`src/rtl/weight_buffer_if.sv`:
```
`default_nettype none
// ============================================================================
// Module      : weight_buffer_if
// Description : Write bus, stream handshake and status signals of the
//               weight buffer. The master side is the loader/consumer, the
//               slave side is the weight buffer itself.
// Revision    : 1.0 - initial release
// ============================================================================
interface weight_buffer_if #(
  parameter int DATA_WIDTH = 5,
  parameter int ARRAY_DIM  = 8,
  parameter int ADDR_WIDTH = $clog2(ARRAY_DIM * ARRAY_DIM)
);
  localparam int IDX_WIDTH = $clog2(ARRAY_DIM);

  // Write path
  logic [ADDR_WIDTH-1:0]           Weight_Mem_Address_in;
  logic [DATA_WIDTH-1:0]           Weight_Data;
  logic                            Weight_Write;
  // Control
  logic                            load_mem_done;
  logic                            Load_Start;
  // Row stream
  logic                            Row_Ready;
  logic                            Row_Valid;
  logic [ARRAY_DIM*DATA_WIDTH-1:0] Row_Data;
  logic [IDX_WIDTH-1:0]            Row_Index;
  // Status
  logic                            Load_Busy;
  logic                            Load_Done;
  logic [ADDR_WIDTH:0]             Write_Count;
  logic                            Write_Error;

  modport master (
    output Weight_Mem_Address_in, Weight_Data, Weight_Write,
    output load_mem_done, Load_Start, Row_Ready,
    input  Row_Valid, Row_Data, Row_Index,
    input  Load_Busy, Load_Done, Write_Count, Write_Error
  );

  modport slave (
    input  Weight_Mem_Address_in, Weight_Data, Weight_Write,
    input  load_mem_done, Load_Start, Row_Ready,
    output Row_Valid, Row_Data, Row_Index,
    output Load_Busy, Load_Done, Write_Count, Write_Error
  );
endinterface
`default_nettype wire

```
`src/rtl/weight_buffer.sv`:
```
`default_nettype none
// ============================================================================
// Module      : weight_buffer
// Description : ARRAY_DIM x ARRAY_DIM weight store. Written one word per
//               cycle while unlocked; once locked by load_mem_done it streams
//               one full row per Row_Valid/Row_Ready handshake, in ascending
//               (ROW_ORDER=0) or descending (ROW_ORDER=1) row order.
//               ARRAY_DIM must be a power of two >= 2 so that a word address
//               is simply {row, col}.
// Revision    : 1.0 - initial release
// ============================================================================
module weight_buffer #(
  parameter int DATA_WIDTH = 5,
  parameter int ARRAY_DIM  = 8,
  parameter int DEPTH      = ARRAY_DIM * ARRAY_DIM,
  parameter int ADDR_WIDTH = $clog2(DEPTH),
  parameter int ROW_ORDER  = 1
) (
  input  wire logic      clk,
  input  wire logic      rst,
  weight_buffer_if.slave bus
);
  localparam int IDX_WIDTH = $clog2(ARRAY_DIM);
  localparam int ROW_WIDTH = ARRAY_DIM * DATA_WIDTH;
  localparam int CNT_WIDTH = ADDR_WIDTH + 1;

  localparam logic [IDX_WIDTH-1:0] c_first_row =
    (ROW_ORDER == 0) ? IDX_WIDTH'(0) : IDX_WIDTH'(ARRAY_DIM - 1);
  localparam logic [IDX_WIDTH-1:0] c_last_row =
    (ROW_ORDER == 0) ? IDX_WIDTH'(ARRAY_DIM - 1) : IDX_WIDTH'(0);
  localparam logic [CNT_WIDTH-1:0] c_depth = CNT_WIDTH'(DEPTH);

  typedef enum logic [1:0] {
    S_WRITE  = 2'd0,
    S_IDLE   = 2'd1,
    S_STREAM = 2'd2,
    S_DONE   = 2'd3
  } state_t;

  state_t                 r_state;
  logic [DATA_WIDTH-1:0]  r_mem [DEPTH];
  logic                   r_row_valid;
  logic [ROW_WIDTH-1:0]   r_row_data;
  logic [IDX_WIDTH-1:0]   r_row_idx;
  logic                   r_busy;
  logic                   r_done;
  logic [CNT_WIDTH-1:0]   r_wcount;
  logic                   r_werr;

  logic [IDX_WIDTH-1:0]   w_next_row;
  logic [IDX_WIDTH-1:0]   w_sel_row;
  logic [ROW_WIDTH-1:0]   w_sel_data;

  // Pick the row to load next: the first row when starting from IDLE,
  // otherwise the successor of the row currently presented.
  always_comb begin
    w_next_row = (ROW_ORDER == 0) ? (r_row_idx + IDX_WIDTH'(1))
                                  : (r_row_idx - IDX_WIDTH'(1));
    w_sel_row  = (r_state == S_IDLE) ? c_first_row : w_next_row;
  end

  // Gather all columns of the selected row; the memory is locked while
  // streaming, so reading it directly here is stable.
  for (genvar c = 0; c < ARRAY_DIM; c++) begin : g_col
    localparam logic [IDX_WIDTH-1:0] c_col = IDX_WIDTH'(c);
    assign w_sel_data[c*DATA_WIDTH +: DATA_WIDTH] = r_mem[{w_sel_row, c_col}];
  end

  // Control FSM, memory writes, row register and status flags.
  always_ff @(posedge clk or negedge rst) begin
    if (!rst) begin
      r_state     <= S_WRITE;
      for (int i = 0; i < DEPTH; i++) begin
        r_mem[i] <= '0;
      end
      r_row_valid <= 1'b0;
      r_row_data  <= '0;
      r_row_idx   <= '0;
      r_busy      <= 1'b0;
      r_done      <= 1'b0;
      r_wcount    <= '0;
      r_werr      <= 1'b0;
    end else begin
      r_done <= 1'b0;

      // Any write attempt while locked is dropped and flagged.
      if (bus.Weight_Write && (r_state != S_WRITE)) begin
        r_werr <= 1'b1;
      end

      case (r_state)
        S_WRITE: begin
          if (bus.Weight_Write) begin
            r_mem[bus.Weight_Mem_Address_in] <= bus.Weight_Data;
            if (r_wcount != c_depth) begin
              r_wcount <= r_wcount + CNT_WIDTH'(1);
            end
          end
          // Load_Start is deliberately not looked at on this edge.
          if (bus.load_mem_done) begin
            r_state <= S_IDLE;
          end
        end

        S_IDLE: begin
          if (!bus.load_mem_done) begin
            r_state  <= S_WRITE;
            r_wcount <= '0;
          end else if (bus.Load_Start) begin
            r_state     <= S_STREAM;
            r_row_valid <= 1'b1;
            r_busy      <= 1'b1;
            r_row_idx   <= c_first_row;
            r_row_data  <= w_sel_data;
          end
        end

        S_STREAM: begin
          if (!bus.load_mem_done) begin
            // Abort: drop the stream without a completion pulse. A row
            // handshaken on this same edge is already delivered.
            r_state     <= S_WRITE;
            r_row_valid <= 1'b0;
            r_busy      <= 1'b0;
            r_wcount    <= '0;
          end else if (bus.Row_Ready) begin
            if (r_row_idx == c_last_row) begin
              r_state     <= S_DONE;
              r_row_valid <= 1'b0;
              r_busy      <= 1'b0;
              r_done      <= 1'b1;
            end else begin
              r_row_idx  <= w_next_row;
              r_row_data <= w_sel_data;
            end
          end
        end

        S_DONE: begin
          if (!bus.load_mem_done) begin
            r_state  <= S_WRITE;
            r_wcount <= '0;
          end else begin
            r_state <= S_IDLE;
          end
        end

        default: begin
          r_state <= S_WRITE;
        end
      endcase
    end
  end

  assign bus.Row_Valid   = r_row_valid;
  assign bus.Row_Data    = r_row_data;
  assign bus.Row_Index   = r_row_idx;
  assign bus.Load_Busy   = r_busy;
  assign bus.Load_Done   = r_done;
  assign bus.Write_Count = r_wcount;
  assign bus.Write_Error = r_werr;

endmodule
`default_nettype wire

```
`src/flat_wrapper.sv`:
```
// flat-port wrapper written by rule: the top's interface ports become plain ports
module weight_buffer_flat 
#(
  parameter int DATA_WIDTH = 5,
  parameter int ARRAY_DIM  = 8,
  parameter int DEPTH      = ARRAY_DIM * ARRAY_DIM,
  parameter int ADDR_WIDTH = $clog2(DEPTH),
  parameter int ROW_ORDER  = 1
)
  (clk, rst, bus_Weight_Mem_Address_in, bus_Weight_Data, bus_Weight_Write, bus_load_mem_done, bus_Load_Start, bus_Row_Ready, bus_Row_Valid, bus_Row_Data, bus_Row_Index, bus_Load_Busy, bus_Load_Done, bus_Write_Count, bus_Write_Error);
  weight_buffer_if #(.DATA_WIDTH(DATA_WIDTH), .ARRAY_DIM(ARRAY_DIM), .ADDR_WIDTH(ADDR_WIDTH)) bus_i ();
  input  wire logic clk;
  input  wire logic rst;
  input wire logic [$bits(bus_i.Weight_Mem_Address_in)-1:0] bus_Weight_Mem_Address_in;
  input wire logic [$bits(bus_i.Weight_Data)-1:0] bus_Weight_Data;
  input wire logic [$bits(bus_i.Weight_Write)-1:0] bus_Weight_Write;
  input wire logic [$bits(bus_i.load_mem_done)-1:0] bus_load_mem_done;
  input wire logic [$bits(bus_i.Load_Start)-1:0] bus_Load_Start;
  input wire logic [$bits(bus_i.Row_Ready)-1:0] bus_Row_Ready;
  output wire logic [$bits(bus_i.Row_Valid)-1:0] bus_Row_Valid;
  output wire logic [$bits(bus_i.Row_Data)-1:0] bus_Row_Data;
  output wire logic [$bits(bus_i.Row_Index)-1:0] bus_Row_Index;
  output wire logic [$bits(bus_i.Load_Busy)-1:0] bus_Load_Busy;
  output wire logic [$bits(bus_i.Load_Done)-1:0] bus_Load_Done;
  output wire logic [$bits(bus_i.Write_Count)-1:0] bus_Write_Count;
  output wire logic [$bits(bus_i.Write_Error)-1:0] bus_Write_Error;
  assign bus_i.Weight_Mem_Address_in = bus_Weight_Mem_Address_in;
  assign bus_i.Weight_Data = bus_Weight_Data;
  assign bus_i.Weight_Write = bus_Weight_Write;
  assign bus_i.load_mem_done = bus_load_mem_done;
  assign bus_i.Load_Start = bus_Load_Start;
  assign bus_i.Row_Ready = bus_Row_Ready;
  assign bus_Row_Valid = bus_i.Row_Valid;
  assign bus_Row_Data = bus_i.Row_Data;
  assign bus_Row_Index = bus_i.Row_Index;
  assign bus_Load_Busy = bus_i.Load_Busy;
  assign bus_Load_Done = bus_i.Load_Done;
  assign bus_Write_Count = bus_i.Write_Count;
  assign bus_Write_Error = bus_i.Write_Error;
  weight_buffer #(.DATA_WIDTH(DATA_WIDTH), .ARRAY_DIM(ARRAY_DIM), .DEPTH(DEPTH), .ADDR_WIDTH(ADDR_WIDTH), .ROW_ORDER(ROW_ORDER)) u_core (.clk(clk), .rst(rst), .bus(bus_i));
endmodule
```
`config.mk`:
```
export PLATFORM = sky130hd
export DESIGN_NAME = weight_buffer_flat
export DESIGN_NICKNAME = d
export VERILOG_FILES = /design/src/rtl/weight_buffer_if.sv /design/src/rtl/weight_buffer.sv /design/src/flat_wrapper.sv
export SDC_FILE = /design/constraint.sdc
export NUM_CORES = 1
export LEC_CHECK = 0
export BUFFER_PORTS_ARGS = -buffer_cell sky130_fd_sc_hd__buf_2
export CORE_MARGIN = 5
export CORE_UTILIZATION = 50
export CTS_CLUSTER_SIZE = 16
export DETAILED_ROUTE_END_ITERATION = 16
export PLACE_DENSITY = 0.75
export SLEW_MARGIN = 20
export SYNTH_ARGS = -nofsm -noshare
export SYNTH_HDL_FRONTEND = slang
export SYNTH_SLANG_ARGS = --single-unit
```
`constraint.sdc`:
```
create_clock -name clk -period 3 [get_ports clk]
set_input_delay 0.3 -clock clk [delete_from_list [all_inputs] [get_ports clk]]
set_output_delay 0.3 -clock clk [all_outputs]
set_load 0.02 [all_outputs]
```
After elaboration in Yosys (flattened, before gate mapping)
Cells that the tools add are included.
{"block": "word_totals", "ff_bits": 375, "input_bits": 17, "rom_bits": 0, "latchBits": 0, "memories": 0, "ram_bits": 0, "elab_cells": 182}
{"block": "classes", "n_mul": 0, "addsub": 2, "bitwise": 9, "n_reduce_logical": 12, "order_cmp": 10, "n_eq_ne": 16, "shifts": 0, "mux": 62, "div_mod_pow": 0}
{"op": "$bwmux W320", "n": 1}
{"op": "$bmux W5 S6", "n": 8}
{"op": "$mux W40", "n": 5}
{"op": "$mux W5", "n": 17}
{"op": "$pmux W40 S2", "n": 1}
{"op": "$ge A7 B7 Y1 const B", "n": 9}
{"op": "$not A6 Y7", "n": 9}
{"op": "$demux W5 S6", "n": 1}
{"op": "$mux W7", "n": 3}
{"op": "$mux W3", "n": 6}
{"op": "$ne A2 B2 Y1 const B", "n": 8}
{"op": "$pmux W7 S2", "n": 1}
{"op": "$mux W2", "n": 6}
{"op": "$mux W1", "n": 10}
{"op": "$pmux W2 S4", "n": 1}
{"op": "$add A7 B1 Y7 const B", "n": 1}
{"op": "$lt A7 B1 Y1 const B", "n": 1}
{"op": "$ne A7 B7 Y1 const B", "n": 1}
{"op": "$ne A3 B3 Y1 const B", "n": 2}
{"op": "$pmux W3 S2", "n": 1}
{"op": "$reduce_and A6 Y1", "n": 1}
{"op": "$reduce_and A5 Y1", "n": 1}
{"op": "$eq A2 B2 Y1 const B", "n": 2}
{"op": "$reduce_and A4 Y1", "n": 1}
{"op": "12 further kinds", "n": 14}

Logic depth before layout (Yosys ltp)
Gate-level depths: netlist (run 1).
{"block": "logic_depth", "depth_word": 10, "depth_mapped": 10, "mapped_depth_nobuf": 7}

Least setup slack after synthesis (run 1)
Ideal clock, no wire load.
{"block": "synth_timing", "path_kind": "register to register", "from": "register u_core.r_row_idx[0], in the netlist u_core.bus.Row_Index[0]", "to": "register u_core.r_row_data[29], in the netlist u_core.bus.Row_Data[29]", "path_stages_with_launch": 11, "t_required_ns": 2.866, "arrival_time_ns": 2.230, "setup_slack_ns": 0.636, "n_path_buf": 3, "path_cell_list": "dfrtp_1 > inv_2 > clkbuf_1 > ha_1 > xor2_1 > or3_1 > buf_4 > buf_6 > a211oi_1 > a311o_1 > a32oi_1"}
{"block": "synth_via", "elab_chain_len": 10, "elab_cells_between_ends": 15}
{"item": "start: declaration", "line": "weight_buffer.sv:44", "rtl": "logic [IDX_WIDTH-1:0] r_row_idx;"}
{"item": "start signal: assignment", "line": "weight_buffer.sv:113", "rtl": "r_row_idx <= c_first_row;"}
{"item": "start signal: assignment", "line": "weight_buffer.sv:133", "rtl": "r_row_idx <= w_next_row;"}
{"item": "$sub A3 B1 Y3", "line": "weight_buffer.sv:58", "rtl": ": (r_row_idx - IDX_WIDTH'(1));"}
{"item": "$mux W3", "line": "weight_buffer.sv:59", "rtl": "w_sel_row = (r_state == S_IDLE) ? c_first_row : w_next_row;"}
{"item": "$not A6 Y7 (not written as such)", "line": "weight_buffer.sv:66", "rtl": "assign w_sel_data[c*DATA_WIDTH +: DATA_WIDTH] = r_mem[{w_sel_row, c_col}];"}
{"item": "$bmux W5 S6", "line": "weight_buffer.sv:66"}
{"item": "$mux W5 (not written as such) (2 in a row)", "line": "weight_buffer.sv:66"}
{"item": "$mux W40", "line": "weight_buffer.sv:127", "rtl": "if (r_row_idx == c_last_row) begin"}
{"item": "$mux W40", "line": "weight_buffer.sv:126", "rtl": "end else if (bus.Row_Ready) begin"}
{"item": "$mux W40", "line": "weight_buffer.sv:119", "rtl": "if (!bus.load_mem_done) begin"}
{"item": "$pmux W40 S2", "line": "weight_buffer.sv:91", "rtl": "case (r_state)"}
{"item": "end signal: assignment", "line": "weight_buffer.sv:114", "rtl": "r_row_data <= w_sel_data;"}
{"item": "end signal: assignment", "line": "weight_buffer.sv:134", "rtl": "r_row_data <= w_sel_data;"}
{"item": "end: declaration", "line": "weight_buffer.sv:43", "rtl": "logic [ROW_WIDTH-1:0] r_row_data;"}
Several ways; a longest one is shown, not always the timed one. The select of a mux whose other input is x is not followed.
A chain may end at the register's enable or synchronous reset.

Worst setup path in the final report (run 1)
{"block": "layout_timing", "from": "register u_core.r_state[1]", "to": "register u_core.r_mem[296] (netlist name)"}
{"block": "layout_via", "elab_chain_len": 2}
{"item": "start: declaration", "line": "weight_buffer.sv:40", "rtl": "state_t r_state;"}
{"item": "start signal: assignment", "line": "weight_buffer.sv:72", "rtl": "r_state <= S_WRITE;"}
{"item": "start signal: assignment", "line": "weight_buffer.sv:101", "rtl": "r_state <= S_IDLE;"}
{"item": "start signal: assignment", "line": "weight_buffer.sv:107", "rtl": "r_state <= S_WRITE;"}
{"item": "$logic_not A2 Y1", "line": "weight_buffer.sv:91"}
{"item": "$reduce_and A2 Y1 (no source line)"}
{"item": "end signal: indexed assignment", "line": "weight_buffer.sv:94", "rtl": "r_mem[bus.Weight_Mem_Address_in] <= bus.Weight_Data;"}
{"item": "end: declaration", "line": "weight_buffer.sv:41", "rtl": "logic [DATA_WIDTH-1:0] r_mem [DEPTH];"}
Every way passes these cells.

==> metrics.md, run 1 <==
| Metric | Value |
|---|---|
| Status | finished clean |
| Yosys warnings | 0 |
| CTS buffer count | 40 |
| Fin. Hold Viols | 0 |
| # fillers | 2,745 |
| Final ANT Viol Nets | 0 |
| Ys async rst share | 1.00 |
| Critical Path Source | u_core.r_state[1] |
| # IOs | 71 |
| CP Data Required Time | 3.39 ns |
| Netlist cell types | 53 |
| RR Startpoint | u_core.r_state[1] |
| Reg clk slew, reported paths | 0.06 ns |
| M1 WL | 18,300 um |
| FMAX | 418 MHz |
| CP Capture Point | u_core.r_mem[296] |
| Net count after synthesis | 1,363 |
| Met3 wire length | 2480 um |
| Iteration-0 DRC Markers | 1,022 |
| Area grow syn2layout | 11.3% |
| Critical Path AT | 2.78 ns |
| CTS H-tree lvls | 2 |
| Worst Clk Skew | 0.0181 ns |
| Peak supply drop | 0.392 mV |
| Max layer used | met5 |
| Chip height | 194 um |
| Met2 wire length | 20,600 um |
| Clock sinks | 375 |
| Synth Cell Area | 17,000 um^2 |
| CORE AREA | 33,500 um^2 |
| Power per cell area | 679 nW/um^2 |
| CP Capture Type | flip-flop |
| Mean post-synth cell area | 12.6 um^2 |
| Full die area | 37,700 um^2 |
| FF-to-FF setup slack | 0.61 ns |
| Critical R2R Capture | u_core.r_mem[296] |
| Slew HR | 0.341 |
| WL/cell | 22.9 um |
| Setup bufs post-CTS | 0 |
| Multi-input gate area | 7070 um^2 |
| Top post-synthesis cells by area | dfrtp_1 (55%), mux2_2 (21%), o221ai_1 (4.1%), nand2_1 (3.8%), a311o_1 (2.3%) |
| First-pass GRT wire length | 67,900 um |
| IO Port Bufs | 70 |
| CP max stage cell | nor2_1 |
| Final worst-path cycle share | 0.797 |
| FF+latch count, synth | 375 |
| Routed WL | 42,200 um |
| Total grt overflow | 0 |
| RSZ-0062 raised after global routing | false |
| Sum Neg Setup Slack | 0 ns |
| Design area | 18,900 um^2 |
| Final Net Count | 1,395 |
| Number of max-cap violations | 0 |
| Initial core utilization | 0.506 |
| Cell chain of the critical path | nor2_4 > nand3b_1 > nor2_1 > nand2_1 > mux2_2 |
| Global Route Usage Sum | 0.221 |
| Cell taking the most area after synthesis | dfrtp_1 |
| CTS root buf | clkbuf_16 |
| DRC | 0 |
| Period minus WS final | 2.39 ns |
| Clock tree buffer depth | 3 |
| CTS tree | done |
| Pleak | 8.63 nW |
| Clock Latency Late Sink | 0.53 ns |
| Site Rows | 67 |
| Main synth FF type | dfrtp_1 |
| Initial antenna violation count | 4 |
| Setup violations, final | 0 |
| Global placement routability congestion | 0.809 |
| Class of the worst hold path | input port to flip-flop |
| Post-synth top area share | 0.553 |
| Vias in the first global route | 11,900 |
| Vias/cell | 6.24 |
| Die X-Extent | 194 um |
| Critical Path Max Stage Delay | 0.53 ns |
| Startpoint Class | flip-flop |
| Measured slew at the worst slew-check pin | 0.988 ns |
| # placed instances | 1,779 |
| DRT Pass-1 Iters | 5 |
| Largest net degree at the start of global routing | 96 |
| Fraction of layout cells with a size suffix above 1 | 0.358 |
| Fin cells | 1,845 |
| Sequential standard cell area | 9390 um^2 |
| R2R depth | 5 |
| Kind of critical path | flip-flop to flip-flop |
| Sequential share of the synthesized area | 0.553 |
| Hpwl dp | 25,400 um |
| CP Max Fanout | 10 |
| Number of flops mapped to enable cells by yosys | 0 |
| Dpl cell area | 17,700 um^2 |
| Vias | 11,500 |
| Mapped Cells | 1,342 |
| Pins Over Slew Limit | 0 |
cell type report:
type | instances | area share
diodes | 2 | 0.000265
clock buffers | 59 | 0.0611
clock inverters | 4 | 0.00106
inverters | 7 | 0.00139
multi-input cells | 848 | 0.374
flip-flops and latches | 375 | 0.497
well taps | 448 | 0.0297
repair buffers | 102 | 0.0352
kinds of logic (layout without fill, tap and decap cells):
kind of cell | count (synthesis) | count (layout) | share of synthesized area
AOI/OAI and AO/OA | 219 | 219 | 0.111
DFF | 375 | 375 | 0.553
muxes | 324 | 324 | 0.215
xor gates and xnor gates | 6 | 6 | 0.00310
adders and majority gates | 4 | 4 | 0.00295
and+or+nand+nor | 295 | 295 | 0.0838
buffers and inverters | 119 | 172 | 0.0308
other | 0 | 2 | 0
worst min path at each step:
stage | from | endpoint | slack [ns] | depth (start not counted)
CTS | bus_load_mem_done | u_core.bus.Load_Done | 0.08 | 3
floorplan | rst | u_core.bus.Load_Done | 0.004 | 0
finish | bus_load_mem_done | u_core.bus.Load_Done | 0.1 | 3
detailed placement | rst | u_core.bus.Write_Count[5] | 0.35 | 1
global route | bus_load_mem_done | u_core.r_state[1] | 0.11 | 2
global placement | rst | u_core.r_mem[279] | 0.34 | 1
worst max-delay path, delay by kind of cell (launching register included):
| family | cells | cell delay (ns) |
|---|---|---|
| and+or+nand+nor | 4 | 1.37 |
| DFF | 1 | 0.52 |
| muxes | 1 | 0.36 |
cell usage in the layout, fill, tap and decap left out, drive strengths merged, types with 9 or more instances in the layout:
cell / instances
a211oi: 40
a311o: 39
a32oi: 39
buf: 101
clkbuf: 59
dfrtp: 375
mux2: 322
nand2: 170
nand3: 9
nor2: 42
nor2b: 44
o221ai: 79
report_power, final:
group	internal, mW	total, mW	leakage, nW	switching, mW
sequential	5.70	6.08	5.05	0.384
combinational	0.814	2.21	3.00	1.39
clock	2.63	4.53	0.578	1.90
total	9.14	12.8	8.63	3.68
synth_stat cells (3+ instances only):
cell,instances
nand3b_1,3
dfrtp_1,375
ha_1,4
nand3_1,8
nor2_1,33
inv_1,6
nor3_2,4
nor2b_4,3
nand2_1,170
clkbuf_1,78
o21ai_0,3
buf_6,4
and3_1,6
nand2b_1,6
a21oi_1,5
mux2_2,321
a311o_1,39
buf_1,6
buf_2,18
nor2_4,6
o221ai_1,79
buf_4,6
nor2b_1,41
nor2_2,3
a32oi_1,39
xnor2_1,3
xor2_1,3
a211oi_1,40
sequential cells by signal, indices dropped and copies added (netlist names):
name                    flops
u_core.bus.Row_Index        3
u_core.bus.Load_Done        1
u_core.bus.Write_Error      1
u_core.bus.Row_Data        40
u_core.r_mem              320
u_core.r_state              2
u_core.bus.Write_Count      7
u_core.bus.Row_Valid        1
what timing repair did:
| action | in CTS | in global routing |
|---|---|---|
| gates resized for setup | 0 | 0 |
| setup endpoints to repair | 0 | 0 |
| hold endpoints to repair | 75 | 0 |
| hold buffers | 1 | 0 |
metrics by stage:
step           setup slack [ns]   util  power (mW)  hold WS [ns]
6_report                  0.610  0.563        12.8        0.0959
5_1_grt                   0.433  0.563        13.4         0.110
4_1_cts                   0.622  0.563        12.9        0.0835
3_5_place_dp              0.649  0.528        8.36         0.347
3_3_place_gp              0.709  0.528        8.30         0.338
2_1_floorplan             0.636      -        7.53       0.00441
routing by layer:
layer | global-route usage | vias to the layer above
met4 | 0.0583 | 4
met5 | 0 | -
met3 | 0.0424 | 78
met1 | 0.306 | 6038
met2 | 0.363 | 357
li1 | - | 5031
No activity file was read; power rests on OpenSTA's default activity.
==> inputs of run 2 (changes only) <==
- PLACE_DENSITY: 0.75 -> 0.77
- clock period: 3 -> 2 ns (I/O delays scaled with it)
==> metrics.md, run 2 (synthesized netlist as in run 1, its figures left out) <==
| Metric | Value |
|---|---|
| Fraction of layout cells with a size suffix above 1 | 0.429 (+0.0706) |
| Status | finished with violations |
| CP Max Fanout | 18 (+8) |
| Final worst setup slack | -0.0337 ns (-0.644 ns) |
| Clock power frac | 0.354 (about the same) |
| FMAX | 492 MHz (+18%) |
| Slew HR | 0.475 (+0.134) |
| Cell Int Power | 14.3 mW (+56%) |
| Total grt overflow | 0 (unchanged) |
| Die X-Extent | 194 um (unchanged) |
| Final ANT Viol Nets | 0 (unchanged) |
| Measured slew at the worst slew-check pin | 0.787 ns (-0.201 ns) |
| Period minus WS final | 2.03 ns (-0.356 ns) |
| # fillers | 2,525 (-8.0%) |
| CTS buffer count | 39 (-2.5%) |
| WL/cell | 23.6 um (+3.2%) |
| Switching Share | 0.296 (+0.00872) |
| Kind of critical path | flip-flop to flip-flop |
| Pins Over Slew Limit | 0 (unchanged) |
| Class of the worst hold path | input port to flip-flop |
| CP Data Required Time | 2.43 ns (-0.96 ns) |
| Peak supply drop | 0.850 mV (+120%) |
| Largest net degree at the start of global routing | 81 (-16%) |
| Violated checks | negative setup slack |
| Area grow syn2layout | 18.9% |
| DRT Pass-1 Iters | 5 (unchanged) |
| Full die area | 37,700 um^2 (unchanged) |
| Number of max-cap violations | 0 (unchanged) |
| Routed WL | 45,300 um (+7.2%) |
| IO Port Bufs | 70 (unchanged) |
| Pre-CTS setup slack | -0.123 ns (-0.772 ns) |
| Initial core utilization | 0.506 (unchanged) |
| Comb power frac | 0.191 (+0.019) |
| Initial antenna violation count | 1 (-3) |
| Setup violations, final | 1 (+1) |
| Reg clk slew, reported paths | 0.06 ns (about the same) |
| DRC | 0 (unchanged) |
| Commonest non-fill, non-tap cell in the layout | dfrtp_1 |
| CTS tree | done |
| Vias/cell | 6.24 (about the same) |
| Most frequent cells in the layout | dfrtp_1 (372), mux2_2 (306), nand2_1 (170) |
| CTS root buf | clkbuf_16 |
| Final worst-path cycle share | 1.02 (+0.220) |
| Final Net Count | 1,459 (+4.6%) |
| Vias in the first global route | 12,700 (+7.4%) |
| Pleak | 9.23 nW (+7.0%) |
| Worst Clk Skew | 0.0137 ns (-0.00437 ns) |
| Clock Latency Late Sink | 0.53 ns (about the same) |
| Sw power | 5.99 mW (+63%) |
| Chip height | 194 um (unchanged) |
| CORE AREA | 33,500 um^2 (unchanged) |
| Iteration-0 DRC Markers | 941 (-7.9%) |
| Power per cell area | 1000 nW/um^2 (+48%) |
| Vias | 12,000 (+3.9%) |
| Site Rows | 67 (unchanged) |
| Global Route Usage Sum | 0.236 (+0.0143) |
| # IOs | 71 (unchanged) |
| Critical Path AT | 2.46 ns (-0.32 ns) |
| Clock sinks | 375 (unchanged) |
| Fin. Hold Viols | 0 (unchanged) |
| Global placement routability congestion | 0.807 (-0.23%) |
| CTS H-tree lvls | 2 (unchanged) |
| Clock tree buffer depth | 3 (unchanged) |
| First-pass GRT wire length | 72,400 um (+6.6%) |
| Hpwl dp | 27,800 um (+9.2%) |
| CP Capture Type | flip-flop |
| RSZ-0062 raised after global routing | true |
| Startpoint Class | flip-flop |
| Sequential fraction of design power | 0.455 (-0.019) |
| Largest register FFs | 320 (unchanged) |
| Reg with most FFs | u_core.r_mem |
| Sum Neg Setup Slack | -0.0337 ns (-0.0337 ns) |
## run 2: cell count changes in the layout (fill, tap and decap cells not counted), sizes merged
cell | before | now
dlygate4sd3 | 1 | 3
diode | 2 | 1
buf | 101 | 162
clkbuf | 59 | 55
clkinv | 4 | 13
bufinv | 0 | 1
clkinvlp | 0 | 1
inv | 7 | 8
## run 2: layout make-up
class	instances	area, um^2	area share
clock buffers	53	1150	0.0570
repair buffers	167	1500	0.0743
multi-input cells	848	7420	0.368
inverters	7	28.8	0.00143
diodes	1	2.50	0.000124
clock inverters	16	126	0.00626
well taps	448	561	0.0278
flip-flops and latches	375	9390	0.465
## run 2: repair_timing
action / CTS / global route
hold endpoints to repair: 56 / 0
pin swaps: 5 / 8
gates resized for setup: 8 / 28
gates cloned: 1 / 2
hold buffers: 3 / 0
buffers inserted: 3 / 5
setup endpoints to repair: 50 / 107
## run 2: final timing paths
path                                          from                      end  slack (ns)  cells after the start
setup reg to reg           u_core.bus.Row_Index[0]  u_core.bus.Row_Data[28]       -0.03                      8
hold / removal                   bus_load_mem_done        u_core.r_state[1]        0.01                      2
hold reg to reg                  u_core.r_mem[199]        u_core.r_mem[199]        0.50                      1
min in group asynchronous                      rst         u_core.r_mem[48]        0.19                      2
max in group asynchronous                      rst  u_core.bus.Row_Index[0]        1.08                      3
setup / recovery           u_core.bus.Row_Index[0]  u_core.bus.Row_Data[28]       -0.03                      8
## run 2: metrics by stage
| step | power (mW) | hold WS (ns) | instances | cell area [um^2] | utilization |
|---|---|---|---|---|---|
| after global routing | 21.0 | 0.0208 | 1914 | 20200 | 0.602 |
| after global placement | 12.9 | 0.149 | 1831 | 18600 | 0.553 |
| after floorplan | 11.4 | -0.0956 | 1342 | 17200 | - |
| after CTS | 20.2 | 0.00129 | 1907 | 20000 | 0.595 |
| after detailed placement | 13.0 | 0.157 | 1831 | 18600 | 0.553 |
| final | 20.3 | 0.0136 | 1915 | 20200 | 0.602 |
## run 2: power by group through the flow
stage	Combinational, mW	Clock [mW]	Sequential (mW)
finish	3.87	7.16	9.22
global route	4.17	7.57	9.30
CTS	3.75	7.25	9.19
detailed placement	3.70	0	9.29
global placement	3.59	0	9.28
floorplan	1.90	0	9.48
## run 2: metal layers
layer  vias to the layer above  global-route usage  part of all wire
li1                       5157                   -                 -
met1                      6266               0.320              0.42
met2                       438               0.390              0.49
met3                        95              0.0374             0.062
met4                         0              0.0784             0.031
met5                         -                   0                 0
## run 2: worst max-delay path: stages (launching register included)
cell and delay [ns]:
dfrtp_4 0.49, inv_4 0.09, ha_4 0.17, xor2_4 0.18
or3_4 0.18, buf_12 0.19, a211oi_2 0.06, a311o_1 0.38
a32oi_1 0.18
